## config.mk

```make
export PLATFORM = sky130hd
export DESIGN_NAME = uart_tx
export DESIGN_NICKNAME = d
export VERILOG_FILES = /design/src/rtl/uart_pkg.sv /design/src/rtl/uart_baud_gen.sv /design/src/rtl/uart_tx.sv
export SDC_FILE = /design/constraint.sdc
export NUM_CORES = 1
export LEC_CHECK = 0
export ABC_AREA = 1
export CAP_MARGIN = 20
export CORE_MARGIN = 5
export CORE_UTILIZATION = 50
export CTS_CLUSTER_SIZE = 24
export DETAILED_ROUTE_END_ITERATION = 12
export PLACE_DENSITY = 0.8
export SLEW_MARGIN = 20
export SYNTH_ARGS = -nofsm -noshare
export SYNTH_HDL_FRONTEND = slang
export SYNTH_SLANG_ARGS = --single-unit
```

## constraint.sdc

```tcl
create_clock -name clk -period 3.39 [get_ports clk]
set_input_delay 0.678 -clock clk [delete_from_list [all_inputs] [get_ports clk]]
set_output_delay 0.678 -clock clk [all_outputs]
set_load 0.005 [all_outputs]
```

## src/rtl/uart_pkg.sv

```systemverilog
// Shared definitions for the UART blocks: state encodings, data width and
// bit-timing helper. Optional feature macro: UART_TX_PARITY_EN (adds an
// even-parity bit and widens the state encoding to 3 bits).
package uart_pkg;

  localparam int unsigned DATA_W    = 8;
  localparam int unsigned BIT_IDX_W = $clog2(DATA_W);

`ifdef UART_TX_PARITY_EN
  localparam int unsigned STATE_W = 3;
  localparam logic [2:0] ST_START  = 3'b000;
  localparam logic [2:0] ST_DATA   = 3'b001;
  localparam logic [2:0] ST_STOP   = 3'b010;
  localparam logic [2:0] ST_IDLE   = 3'b011;
  localparam logic [2:0] ST_PARITY = 3'b100;
`else
  localparam int unsigned STATE_W = 2;
  localparam logic [1:0] ST_START = 2'b00;
  localparam logic [1:0] ST_DATA  = 2'b01;
  localparam logic [1:0] ST_STOP  = 2'b10;
  localparam logic [1:0] ST_IDLE  = 2'b11;
`endif

  // Clocks per serial bit, truncated toward zero.
  function automatic int unsigned clks_per_bit(input int unsigned f, input int unsigned baud);
    return f / baud;
  endfunction

endpackage

```

## src/rtl/uart_baud_gen.sv

```systemverilog
// Bit-period timer: counts 0..CLKS_PER_BIT-1 forever and flags the last
// count with a one-clock tick. Shared between the UART transmitter and
// receiver.
module uart_baud_gen #(
  parameter int unsigned CLKS_PER_BIT = 434
) (
  input  logic clk,
  input  logic rst,
  output logic tick_c
);

  localparam int unsigned CNT_W = (CLKS_PER_BIT > 1) ? $clog2(CLKS_PER_BIT) : 1;
  localparam logic [CNT_W-1:0] LAST = CNT_W'(CLKS_PER_BIT - 1);

  logic [CNT_W-1:0] count;

  assign tick_c = (count == LAST);

  // Free-running bit-period counter, wraps on the tick.
  always_ff @(posedge clk) begin
    if (rst) begin
      count <= '0;
    end else if (tick_c) begin
      count <= '0;
    end else begin
      count <= count + CNT_W'(1);
    end
  end

endmodule

```

## src/rtl/uart_tx.sv

```systemverilog
// Free-running 8N1 UART transmitter: idle bit, start bit, 8 data bits
// LSB-first, stop bit, repeat. The byte on `data` is captured at each frame
// start. Optional feature macro: UART_TX_PARITY_EN inserts an even-parity
// bit between the data bits and the stop bit.
module uart_tx
  import uart_pkg::*;
#(
  parameter int unsigned BAUD = 115200,
  parameter int unsigned F    = 50000000
) (
  input  logic              clk,
  input  logic              rst,
  input  logic [DATA_W-1:0] data,
  output logic              tx
);

  localparam int unsigned CLKS_PER_BIT = clks_per_bit(F, BAUD);
  localparam logic [BIT_IDX_W-1:0] LAST_BIT = BIT_IDX_W'(DATA_W - 1);

  logic                 tick_c;
  logic [STATE_W-1:0]   state, state_d;
  logic [BIT_IDX_W-1:0] bit_idx, bit_idx_d;
  logic [DATA_W-1:0]    shreg, shreg_d;
  logic                 tx_c;
`ifdef UART_TX_PARITY_EN
  logic                 parity, parity_d;
`endif

  uart_baud_gen #(
    .CLKS_PER_BIT (CLKS_PER_BIT)
  ) u_baud_gen (
    .clk    (clk),
    .rst    (rst),
    .tick_c (tick_c)
  );

  // State, bit index and shift register.
  always_ff @(posedge clk) begin
    if (rst) begin
      state   <= ST_IDLE;
      bit_idx <= '0;
      shreg   <= '0;
`ifdef UART_TX_PARITY_EN
      parity  <= 1'b0;
`endif
    end else begin
      state   <= state_d;
      bit_idx <= bit_idx_d;
      shreg   <= shreg_d;
`ifdef UART_TX_PARITY_EN
      parity  <= parity_d;
`endif
    end
  end

  // Next-state logic; every transition happens on a bit-period tick.
  always_comb begin
    state_d   = state;
    bit_idx_d = bit_idx;
    shreg_d   = shreg;
`ifdef UART_TX_PARITY_EN
    parity_d  = parity;
`endif
    if (tick_c) begin
      case (state)
        ST_IDLE: begin
          state_d = ST_START;
          shreg_d = data;
`ifdef UART_TX_PARITY_EN
          parity_d = ^data;
`endif
        end
        ST_START: begin
          state_d   = ST_DATA;
          bit_idx_d = '0;
        end
        ST_DATA: begin
          shreg_d   = {1'b0, shreg[DATA_W-1:1]};
          bit_idx_d = bit_idx + BIT_IDX_W'(1);
          if (bit_idx == LAST_BIT) begin
`ifdef UART_TX_PARITY_EN
            state_d = ST_PARITY;
`else
            state_d = ST_STOP;
`endif
          end
        end
`ifdef UART_TX_PARITY_EN
        ST_PARITY: begin
          state_d = ST_STOP;
        end
`endif
        ST_STOP: begin
          state_d = ST_IDLE;
        end
        default: begin
          state_d = ST_IDLE;
        end
      endcase
    end
  end

  // Line level implied by the current state.
  always_comb begin
    tx_c = 1'b1;
    case (state)
      ST_START: tx_c = 1'b0;
      ST_DATA:  tx_c = shreg[0];
`ifdef UART_TX_PARITY_EN
      ST_PARITY: tx_c = parity;
`endif
      default:  tx_c = 1'b1;
    endcase
  end

  // Pad driver straight from a flop so the line never glitches.
  always_ff @(posedge clk) begin
    if (rst) begin
      tx <= 1'b1;
    end else begin
      tx <= tx_c;
    end
  end

endmodule

```

=== Word-level counts from Yosys, hierarchy flattened ===
Cells that the tools add are included.

* Output and inout port bits: 1
* Register bits after elaboration: 23
* Logic and storage cells: 25
* Bits of input ports: 10

* Add/subtract/negate cells: 2
* Reduce and logical (&&, ||, !) cells: 7
* Muxes and demuxes: 5
* Eq/ne operators: 6

{| class="wikitable"
|+ Operators by type and width
! kind !! count
|-
| 8-bit one-hot mux with 2 select lines || 1
|-
| 9-bit by 1-bit adder with 9-bit output (second input constant) || 1
|-
| 9-bit equality test (second input constant) || 1
|-
| 2-bit one-hot mux with 4 select lines || 1
|-
| 3-bit one-hot mux with 2 select lines || 1
|-
| 2-bit AND reduction || 3
|-
| 2-bit equality test (second input constant) || 2
|-
| 2-bit nonzero test || 2
|-
| 3-bit by 1-bit adder with 3-bit output (second input constant) || 1
|-
| 3-bit equality test (second input constant) || 1
|-
| 2-bit by 1-bit equality test with 1-bit output (second input constant) || 1
|-
| 2-bit logical NOT || 1
|-
| 2-bit 2-to-1 mux || 1
|-
| 2-bit != test (second input constant) || 1
|-
| 1-bit one-hot mux with 2 select lines || 1
|-
| 2-bit OR reduction || 1
|}

=== Logic depth before layout (Yosys ltp) ===
* Depth in word-level cells: 3
* Mapped depth: 9
* Depth with buffers taken out: 8

=== Hierarchy ===
From an unflattened synthesis, not the netlist that was laid out.

* Cell total of the unflattened synthesis: 194
* Area total of the unflattened synthesis: 1,296.2 um2

{| class="wikitable"
|+ Modules (own cells, without submodules)
! module !! cells each !! seq. area each (um2) !! times used !! area each (um2)
|-
| uart_tx || 130 || 280.3 || 1 || 827.0
|-
| uart_baud_gen || 64 || 180.2 || 1 || 469.2
|}

=== Worst setup path before layout ===
Ideal clock, no wire load.

* Kind: register to register
* Start: reg state[1]
* End: reg shreg[5]
* Slack: 1.967 ns
* Required time: 3.277 ns
* Arrival: 1.311 ns
* Path buffers: 1
* Clock period less this slack: 1.423 ns
* Stages on the path, launching flop included: 9
* Library setup time: 0.113 ns
* Cell sequence: dfxtp_1 > inv_1 > ha_1 > or2_2 > nand3_4 > buf_6 > nand2_2 > nand2_1 > nor2_1

* Word-level cells in the longest chain between the ends: 3
* Elaborated cells between the ends (all ways): 5
* Classes of those cells: eq/ne: 2; mux: 1; reduce/logical: 2

{| class="wikitable"
|+ Ends and longest elaborated chain
! element !! RTL line !! text
|-
| from (decl) || uart_tx.sv:21 || <nowiki>logic [STATE_W-1:0] state, state_d;</nowiki>
|-
| from (signal assigned) || uart_tx.sv:47 || <nowiki>state <= state_d;</nowiki>
|-
| 2-bit by 1-bit equality test with 1-bit output / 2-bit equality test (equally long branches) || uart_tx.sv:65 || <nowiki>case (state)</nowiki>
|-
| 2-bit nonzero test (no source line) || n/a ||
|-
| 2-bit AND reduction (no source line) || n/a ||
|-
| to (signal assigned) || uart_tx.sv:49 || <nowiki>shreg <= shreg_d;</nowiki>
|-
| to (decl) || uart_tx.sv:23 || <nowiki>logic [DATA_W-1:0] shreg, shreg_d;</nowiki>
|}

Parallel ways exist; a longest one is shown, timed or not.
A chain may end at the register's enable or synchronous reset.

=== Final worst setup path ===
* Start: reg tx
* End: out tx

{| class="wikitable"
|+ RTL lines
! element !! RTL line !! text
|-
| from (decl) || uart_tx.sv:14 || <nowiki>output logic tx</nowiki>
|-
| from (signal assigned) || uart_tx.sv:121 || <nowiki>tx <= tx_c;</nowiki>
|}

No word-level cell between the ends.

==> impl_metrics.env <==
export IMPL_syn_to_final_growth_pct=11.9
export IMPL_synth_seq_cells=23
export IMPL_end_kind="primary output"
export IMPL_maxCapViolCount=0
export IMPL_cp_num_buf_inv=1
export IMPL_drc_errors=0
export IMPL_cts_resized=0
export IMPL_setup_viol=0
export IMPL_hold_violations=0
export IMPL_drt_iter0_markers=18
export IMPL_wl_per_cell_um=10.0
export IMPL_slew_headroom=0.718
export IMPL_htree_levels=1
export IMPL_vias_per_cell=4.80
export IMPL_syn_instance_count=161
export IMPL_crit_path_cell_trace="clkdlybuf4s50_1"
export IMPL_ys_warn_count=0
export IMPL_status="finished clean"
export IMPL_cp_max_fo=1
export IMPL_slowest_delay_ns=0.50
export IMPL_gp_congestion=0.759
export IMPL_arrival_ns=1.15
export IMPL_netlist_area_mm2=0.00119
export IMPL_grt_max_degree=18
export IMPL_yosysSeqAreaShare=0.386
export IMPL_p_per_area_mw_per_mm2=324
export IMPL_fp_dieW_um=58.8
export IMPL_clock_sinks=23
export IMPL_cp_slowest_cell="clkdlybuf4s50_1"
export IMPL_design_core_area_mm2=0.00225
export IMPL_criticalPathCategory="flip-flop to primary output"
export IMPL_power_leakage_nw=0.665
export IMPL_highest_signal_layer="met4"
export IMPL_wl_met1_um=960
export IMPL_track_usage=0.142
export IMPL_nets=191
export IMPL_peakVddDrop_mv=0.198
export IMPL_fin_crit_ns=1.83
export IMPL_num_vias=959
export IMPL_ctsHoldBuffers=0
export IMPL_grt_overflow_total=0
export IMPL_cp_required_ns=2.71
export IMPL_cts_tree="done"
export IMPL_initial_core_util=0.529
export IMPL_grt_pass1_vias=957
export IMPL_layout_worst_path_cycle_share=0.539
export IMPL_synthDistinctLibCells=21
export IMPL_detail_route_antenna_nets=0
export IMPL_dr_wl_met2_um=926
export IMPL_worstMarginPinSlew_ns=0.422
export IMPL_tns_ns=0
export IMPL_dieArea_mm2=0.00346
export IMPL_antenna_found_initial=0
export IMPL_worst_setup_path_start_kind="flip-flop"
export IMPL_fp_row_count=17
export IMPL_firstDrtPassIters=4
export IMPL_rsz0062_at_grt="false"
export IMPL_fp_dieH_um=58.8
export IMPL_fmax_mhz=548
export IMPL_cp_top_family="buffers and inverters"
export IMPL_ioPinCount=11
export IMPL_drive_above_1_share=0.0814
export IMPL_clockBufferDepth=2
export IMPL_final_max_slew_viol_count=0
export IMPL_post_dp_hpwl_um=1540
export IMPL_dr_wl_met3_um=57
export IMPL_post_synth_cell_area_avg_um2=7.41
export IMPL_clock_skew_ns=0.00978
export IMPL_portBuffers=10
export IMPL_grt_pass1_wl_um=3840
export IMPL_wl_um=2000
export IMPL_numCtsBuffers=3
export IMPL_syn_nets=179
export IMPL_postCtsSetupRepairBufs=0
export IMPL_hold_path_class="flip-flop to flip-flop"
export IMPL_cts_clk_slew_worst_paths_ns=0.13
export IMPL_clockRootBuffer="clkbuf_4"
export IMPL_insertion_delay_ns=0.32
export IMPL_fin_util=0.592
export IMPL_antennaDiodeCount=0
## cells by family after synthesis
group	after synthesis	synth area share
fa+ha+maj	8	0.0839
xor+xnor	4	0.0294
buf+inv	24	0.0829
simple gates	87	0.348
compound gates	15	0.0693
flops	23	0.386
## power breakdown
part	switching [mW]	total, mW	internal (mW)
Clock	0.0845	0.131	0.0461
Combinational	0.0117	0.0259	0.0141
Sequential	0.00252	0.276	0.273
Total	0.0988	0.432	0.333
## cell usage after synthesis, drive strengths merged
cell | count | area share
inv | 21 | 0.066
nor2 | 28 | 0.12
nand3 | 8 | 0.044
ha | 8 | 0.084
or2 | 4 | 0.021
o21ai | 7 | 0.029
nand3b | 1 | 0.0063
xor2 | 4 | 0.029
o211ai | 1 | 0.0063
nand2 | 41 | 0.14
a31oi | 1 | 0.0052
buf | 2 | 0.014
nand4 | 5 | 0.026
dfxtp | 23 | 0.39
clkbuf | 1 | 0.0031
a21oi | 6 | 0.028
## path summary, 6_finish.rpt
kind               from         end  slack (ns)  depth (start not counted)
max reg2reg    state[1]    state[1]        1.76                          7
min reg2reg  bit_idx[1]  bit_idx[1]        0.48                          2
min          bit_idx[1]  bit_idx[1]        0.48                          2
max                  tx          tx        1.56                          1
## cell usage in the layout, fill, tap and decap left out, types with 4 or more instances in the layout
cell             netlist  layout
clkdlybuf4s50_1        0      10
xor2_1                 4       4
inv_1                 21      21
nand3_1                7       7
nor2_1                26      26
nand4_1                5       5
ha_1                   8       8
or2_2                  4       4
nand2_1               38      38
o21ai_0                7       7
a21oi_1                5       5
dfxtp_1               23      23
## sequential cells by signal, indices dropped and copies added (netlist names)
register          count
state                 2
bit_idx               3
u_baud_gen.count      9
shreg                 8
tx                    1
## area by class of cell
cell class | instances | area [µm²]
repair buffers | 10 | 100
multi-input cells | 114 | 633
fillers | 231 | 921
clock buffers | 4 | 26.3
flip-flops and latches | 23 | 460
inverters | 21 | 78.8
well taps | 28 | 35.0
## through the flow
stage / worst slack, ns / hold WS (ns) / power, mW / cells / area, µm²
2_1_floorplan: 1.97 / 0.433 / 0.294 / 161 / 1190
3_3_place_gp: 1.66 / 0.453 / 0.307 / 196 / 1310
3_5_place_dp: 1.62 / 0.461 / 0.308 / 196 / 1310
4_1_cts: 1.56 / 0.480 / 0.433 / 200 / 1330
5_1_grt: 1.49 / 0.515 / 0.453 / 200 / 1330
6_report: 1.56 / 0.481 / 0.432 / 200 / 1330
## metal layers
| metal | track usage | vias to the layer above |
|---|---|---|
| met2 | 0.233 | 15 |
| met3 | 0.0285 | 6 |
| met1 | 0.167 | 416 |
| met4 | 0.0906 | 0 |
| li1 | - | 522 |
| met5 | 0 | - |
(Power assumes the default switching activity.)
==> variant 1: new RTL, same settings <==
Put one more register stage on the output `tx`, with the module's reset. The value now appears one clock later.
--- a/src/rtl/uart_tx.sv
+++ b/src/rtl/uart_tx.sv
@@ -17,4 +17,6 @@
   localparam int unsigned CLKS_PER_BIT = clks_per_bit(F, BAUD);
   localparam logic [BIT_IDX_W-1:0] LAST_BIT = BIT_IDX_W'(DATA_W - 1);
+
+  logic tx_s0;
 
   logic                 tick_c;
@@ -117,7 +119,15 @@
   always_ff @(posedge clk) begin
     if (rst) begin
-      tx <= 1'b1;
+      tx_s0 <= 1'b1;
     end else begin
-      tx <= tx_c;
+      tx_s0 <= tx_c;
+    end
+  end
+
+  always_ff @(posedge clk) begin
+    if (rst) begin
+      tx <= '0;
+    end else begin
+      tx <= tx_s0;
     end
   end
Formal check against the unedited RTL: not equivalent (Yosys sat finds a counterexample within 4 cycles, from zero or initial values and one cycle with rst high).
==> variant 1 against the unedited design <==
- highest routed layer unchanged
- die area grew 2.4%
- synthesized cell count grew 3.1%
- cell count grew 3.5%
- via count grew 4.5%
- wire length grew 2.1%
- first-iteration DRC count grew 140%
- power grew 8.6%
- cell area grew 3.4%
- setup slack lost 0.0048 ns
- synthesized area grew 2.9%
- sequential cell count grew 1
- critical path type unchanged
==> variant 1: results (changes against the unedited design) <==
Global routing
  – Vias in the first global route: 963 (+0.63%)
  – First-pass GRT wire length: 3780 µm (-1.6%)
  – Largest net degree at the start of global routing: 16 (-2)
  – GR Util All Layers: 13.8% (-0.44 points)

Synth
  – Post-Synth XOR/XNOR Area: 2.14% (-0.80 points)
  – Post-synthesis sequential area ratio: 39.1% (+0.53 points)
  – Syn_nets: 184 (+2.8%)
  – Synth top area cells: dfxtp_1, nand2_1, ha_1, nor2_1, inv_1
  – Post-synth top cells: nand2_1, nor2_1, dfxtp_1
  – Synth cell types: 23 (+9.5%)
  – Compound-Gate Fraction of Synth Area: 6.73% (-0.20 points)
  – Post-Synth Adder-Cell Area: 8.15% (-0.24 points)

Place
  – Final GP Congestion: 0.822 (+8.3%)
  – Pre-CTS WS: 1.59 ns (-0.0324 ns)
  – Dpl hpwl: 1570 µm (+1.7%)

Route
  – Drt total wl: 2040 µm (+2.1%)
  – Routed vias/inst: 4.84 (+0.95%)

Timing
  – Clock Skew: 0.00501 ns (-0.00477 ns)
  – Final hold slack: 0.419 ns (-0.0620 ns)
  – Max-Slew Margin vs Limit: 75.9% (+4.1 points)

Hold path
  – End of the worst hold path: tx
  – Hold Startpoint: tx_s0

Layout
  – NumNets Final: 196 (+2.6%)
  – Layout cell share with drive strength beyond 1: 9.04% (+0.90 points)

Pwr
  – Worst vdd ir: 283 µV (+43%)
  – Leak: 0.000690 µW (+3.8%)
  – Int Power: 367 µW (+10%)

Critical path
  – R2r endpoint: state[0]

Status
  – Status: complete, no violations
variant 1: cell types whose count changed after synthesis, moves of 2 or more:
cell,delta
inv_2,+3
nand2_1,+3
or2_1,+2
inv_1,-2
variant 1: kinds of logic after synthesis:
logic type | Yosys count
simple gates | 91
buf+inv | 25
flops | 24
compound gates | 15
fa+ha+maj | 8
xor+xnor | 3
variant 1: how the worst max path moves through the flow:
| stage | start | slack, ns | cells past startpoint | end |
|---|---|---|---|---|
| floorplan | state[1] | 1.99 | 8 | shreg[6] |
| detailed placement | rst | 1.59 | 3 | tx_s0 |
| CTS | tx | 1.53 | 1 | tx |
| global placement | rst | 1.62 | 3 | tx_s0 |
| global route | tx | 1.51 | 1 | tx |
| finish | tx | 1.56 | 1 | tx |
variant 1: final cells by class:
| type | count | area, µm² |
|---|---|---|
| clock buffers | 4 | 36.3 |
| fillers | 221 | 1030 |
| well taps | 30 | 37.5 |
| flip-flops and latches | 24 | 480 |
| multi-input cells | 117 | 642 |
| inverters | 22 | 82.6 |
| repair buffers | 10 | 100 |
variant 1: metrics by stage:
stage               cells  cell area [µm²]
CTS                   207             1380
detailed placement    203             1340
finish                207             1380
global placement      203             1340
floorplan             166             1230
global route          207             1380
variant 1: power groups by stage:
stage | Clock, µW | Combinational [µW] | Sequential, µW
2_1_floorplan | 0 | 13.9 | 294
3_3_place_gp | 0 | 28.0 | 294
3_5_place_dp | 0 | 28.5 | 295
4_1_cts | 162 | 28.6 | 288
5_1_grt | 167 | 31.6 | 289
6_report | 153 | 28.2 | 288
variant 1: metal layers:
layer | track usage, % | wire length [µm]
met2 | 24.2 | 1020
met5 | 0 | 0
met4 | 4.75 | 20
met1 | 15.8 | 920
met3 | 4.14 | 79
==> variant 2: new RTL, same settings <==
Without the edit above. The option `UART_TX_PARITY_EN` is turned on by a define.
--- a/src/rtl/uart_pkg.sv
+++ b/src/rtl/uart_pkg.sv
@@ -2,4 +2,6 @@
 // bit-timing helper. Optional feature macro: UART_TX_PARITY_EN (adds an
 // even-parity bit and widens the state encoding to 3 bits).
+`define UART_TX_PARITY_EN
+
 package uart_pkg;
 
Function: same outputs for any inputs over 10 cycles, from zero or initial values and one cycle with rst high; that may be too few to reach the edited logic, so the function may still have changed.
==> variant 2 against the unedited design <==
- power grew 10%
- cell area grew 14%
- setup slack gained 0.0076 ns
- non-clock buffer count is the same
- sequential cell count grew 2
- wire length grew 11%
- synthesized area grew 14%
- critical path type unchanged
==> variant 2: results (changes against the unedited design) <==
Timing
  – Final hold slack: 0.484 ns (+0.00321 ns)
  – Clock Skew: 0.0163 ns (+0.00647 ns)
  – Worst Tran Pin Value: 0.365 ns (-0.0569 ns)

Route
  – Routed wire per std cell: 9.21 µm (-7.9%)
  – Drt pass-1 iters: 4 (unchanged)
  – Routed vias/inst: 4.80 (+0.14%)
  – First DRT Iteration DRCs: 15 (-3)
  – Drt total wl: 2230 µm (+11%)

Hold path
  – End of the worst hold path: bit_idx[2]
  – Hold Startpoint: bit_idx[2]

Synth
  – Post-synthesis sequential area ratio: 36.8% (-1.8 points)
  – Synth top area cells: dfxtp_1, nand2_1, nor2_1, inv_1, ha_1
  – Synth cell types: 30 (+43%)
  – Post-synth top area share: 36.8% (-1.8 points)
  – Syn_nets: 213 (+19%)
  – Post-synth top cells: nand2_1, nor2_1, dfxtp_1
  – Syn Area/Cell: 6.83 µm² (-7.7%)

Clock tree
  – Post-cts sizing count: 0 (unchanged)
  – Clock Pin Slew Worst Setup and Hold Paths: 0.15 ns (+0.02 ns)
  – Total CTS buffers: 3 (unchanged)

Pwr
  – Int Power: 363 µW (+8.8%)
  – Clock Power Share: 27.7% (-2.5 points)
  – Worst vdd ir: 237 µV (+19%)
  – Leak: 0.000722 µW (+8.5%)
  – Combinational Power Share: 9.5% (+3.5 points)

Layout
  – Biggest regs: u_baud_gen.count: 9 flops, shreg: 8 flops
  – NumNets Final: 226 (+18%)
  – ANT cells: 0 (unchanged)
  – Layout cell share with drive strength beyond 1: 11.8% (+3.7 points)

Place
  – Final GP Congestion: 0.742 (-2.2%)
  – DP Cell Count: 238 (+21%)
  – Dpl hpwl: 1790 µm (+16%)
  – Pre-CTS WS: 1.39 ns (-0.234 ns)

Global routing
  – GR Util All Layers: 10.8% (-3.4 points)
  – First-pass GRT wire length: 3620 µm (-5.9%)
  – Vias in the first global route: 934 (-2.4%)

Critical path
  – FF-to-FF path depth: 8 (+1)
  – Worst r2r src: u_baud_gen.count[0]
  – R2r endpoint: shreg[3]
  – Critical path peak fanout: 1 (unchanged)
  – Reg2reg setup slack: 1.99 ns (+0.23 ns)

Status
  – Status: complete, no violations
==> variant 2: changes by cell type in the layout (fill, tap and decap cells not counted), sizes merged, moves of 2 or more <==
cell | before | now
o21ai | 7 | 16
inv | 21 | 28
nor3 | 0 | 2
or2 | 4 | 1
xor2 | 4 | 2
nand3 | 8 | 6
nand4 | 5 | 1
dfxtp | 23 | 25
a21oi | 6 | 9
nor2 | 28 | 34
ha | 8 | 4
nand2 | 41 | 63
==> variant 2: area by class of cell <==
type                    instances  area (µm²)
repair buffers                 10         100
clock inverters                 1        7.51
flip-flops and latches         25         500
clock buffers                   3        22.5
inverters                      29         111
well taps                      31        38.8
fillers                       267        1170
multi-input cells             143         733
==> variant 2: cells by family after synthesis <==
logic type	Yosys count	synth area share, %
compound gates	27	10.9
simple gates	109	37.4
fa+ha+maj	4	3.68
xor+xnor	3	1.93
flops	25	36.8
buf+inv	31	9.29
==> variant 2: through the flow <==
step / instance area (µm²) / total power, µW
after floorplan: 1360 / 334
after global placement: 1480 / 350
after detailed placement: 1480 / 352
after CTS: 1510 / 483
after global routing: 1510 / 501
final: 1510 / 477
==> variant 2: metal layers <==
layer	global-route usage, %	share of wire, %	vias to the layer above
met5	0	0	-
met4	3.25	1.3	0
met3	1.62	3.5	2
met2	19.2	47	18
met1	13.2	48	502
li1	-	-	640
==> variant 2: worst max path at each step <==
stage          start             endpoint  slack [ns]
2_1_floorplan    rst             shreg[6]        2.08
3_3_place_gp     rst  u_baud_gen.count[4]        1.50
3_5_place_dp     rst  u_baud_gen.count[4]        1.39
4_1_cts           tx                   tx        1.56
5_1_grt           tx                   tx        1.52
6_report          tx                   tx        1.57
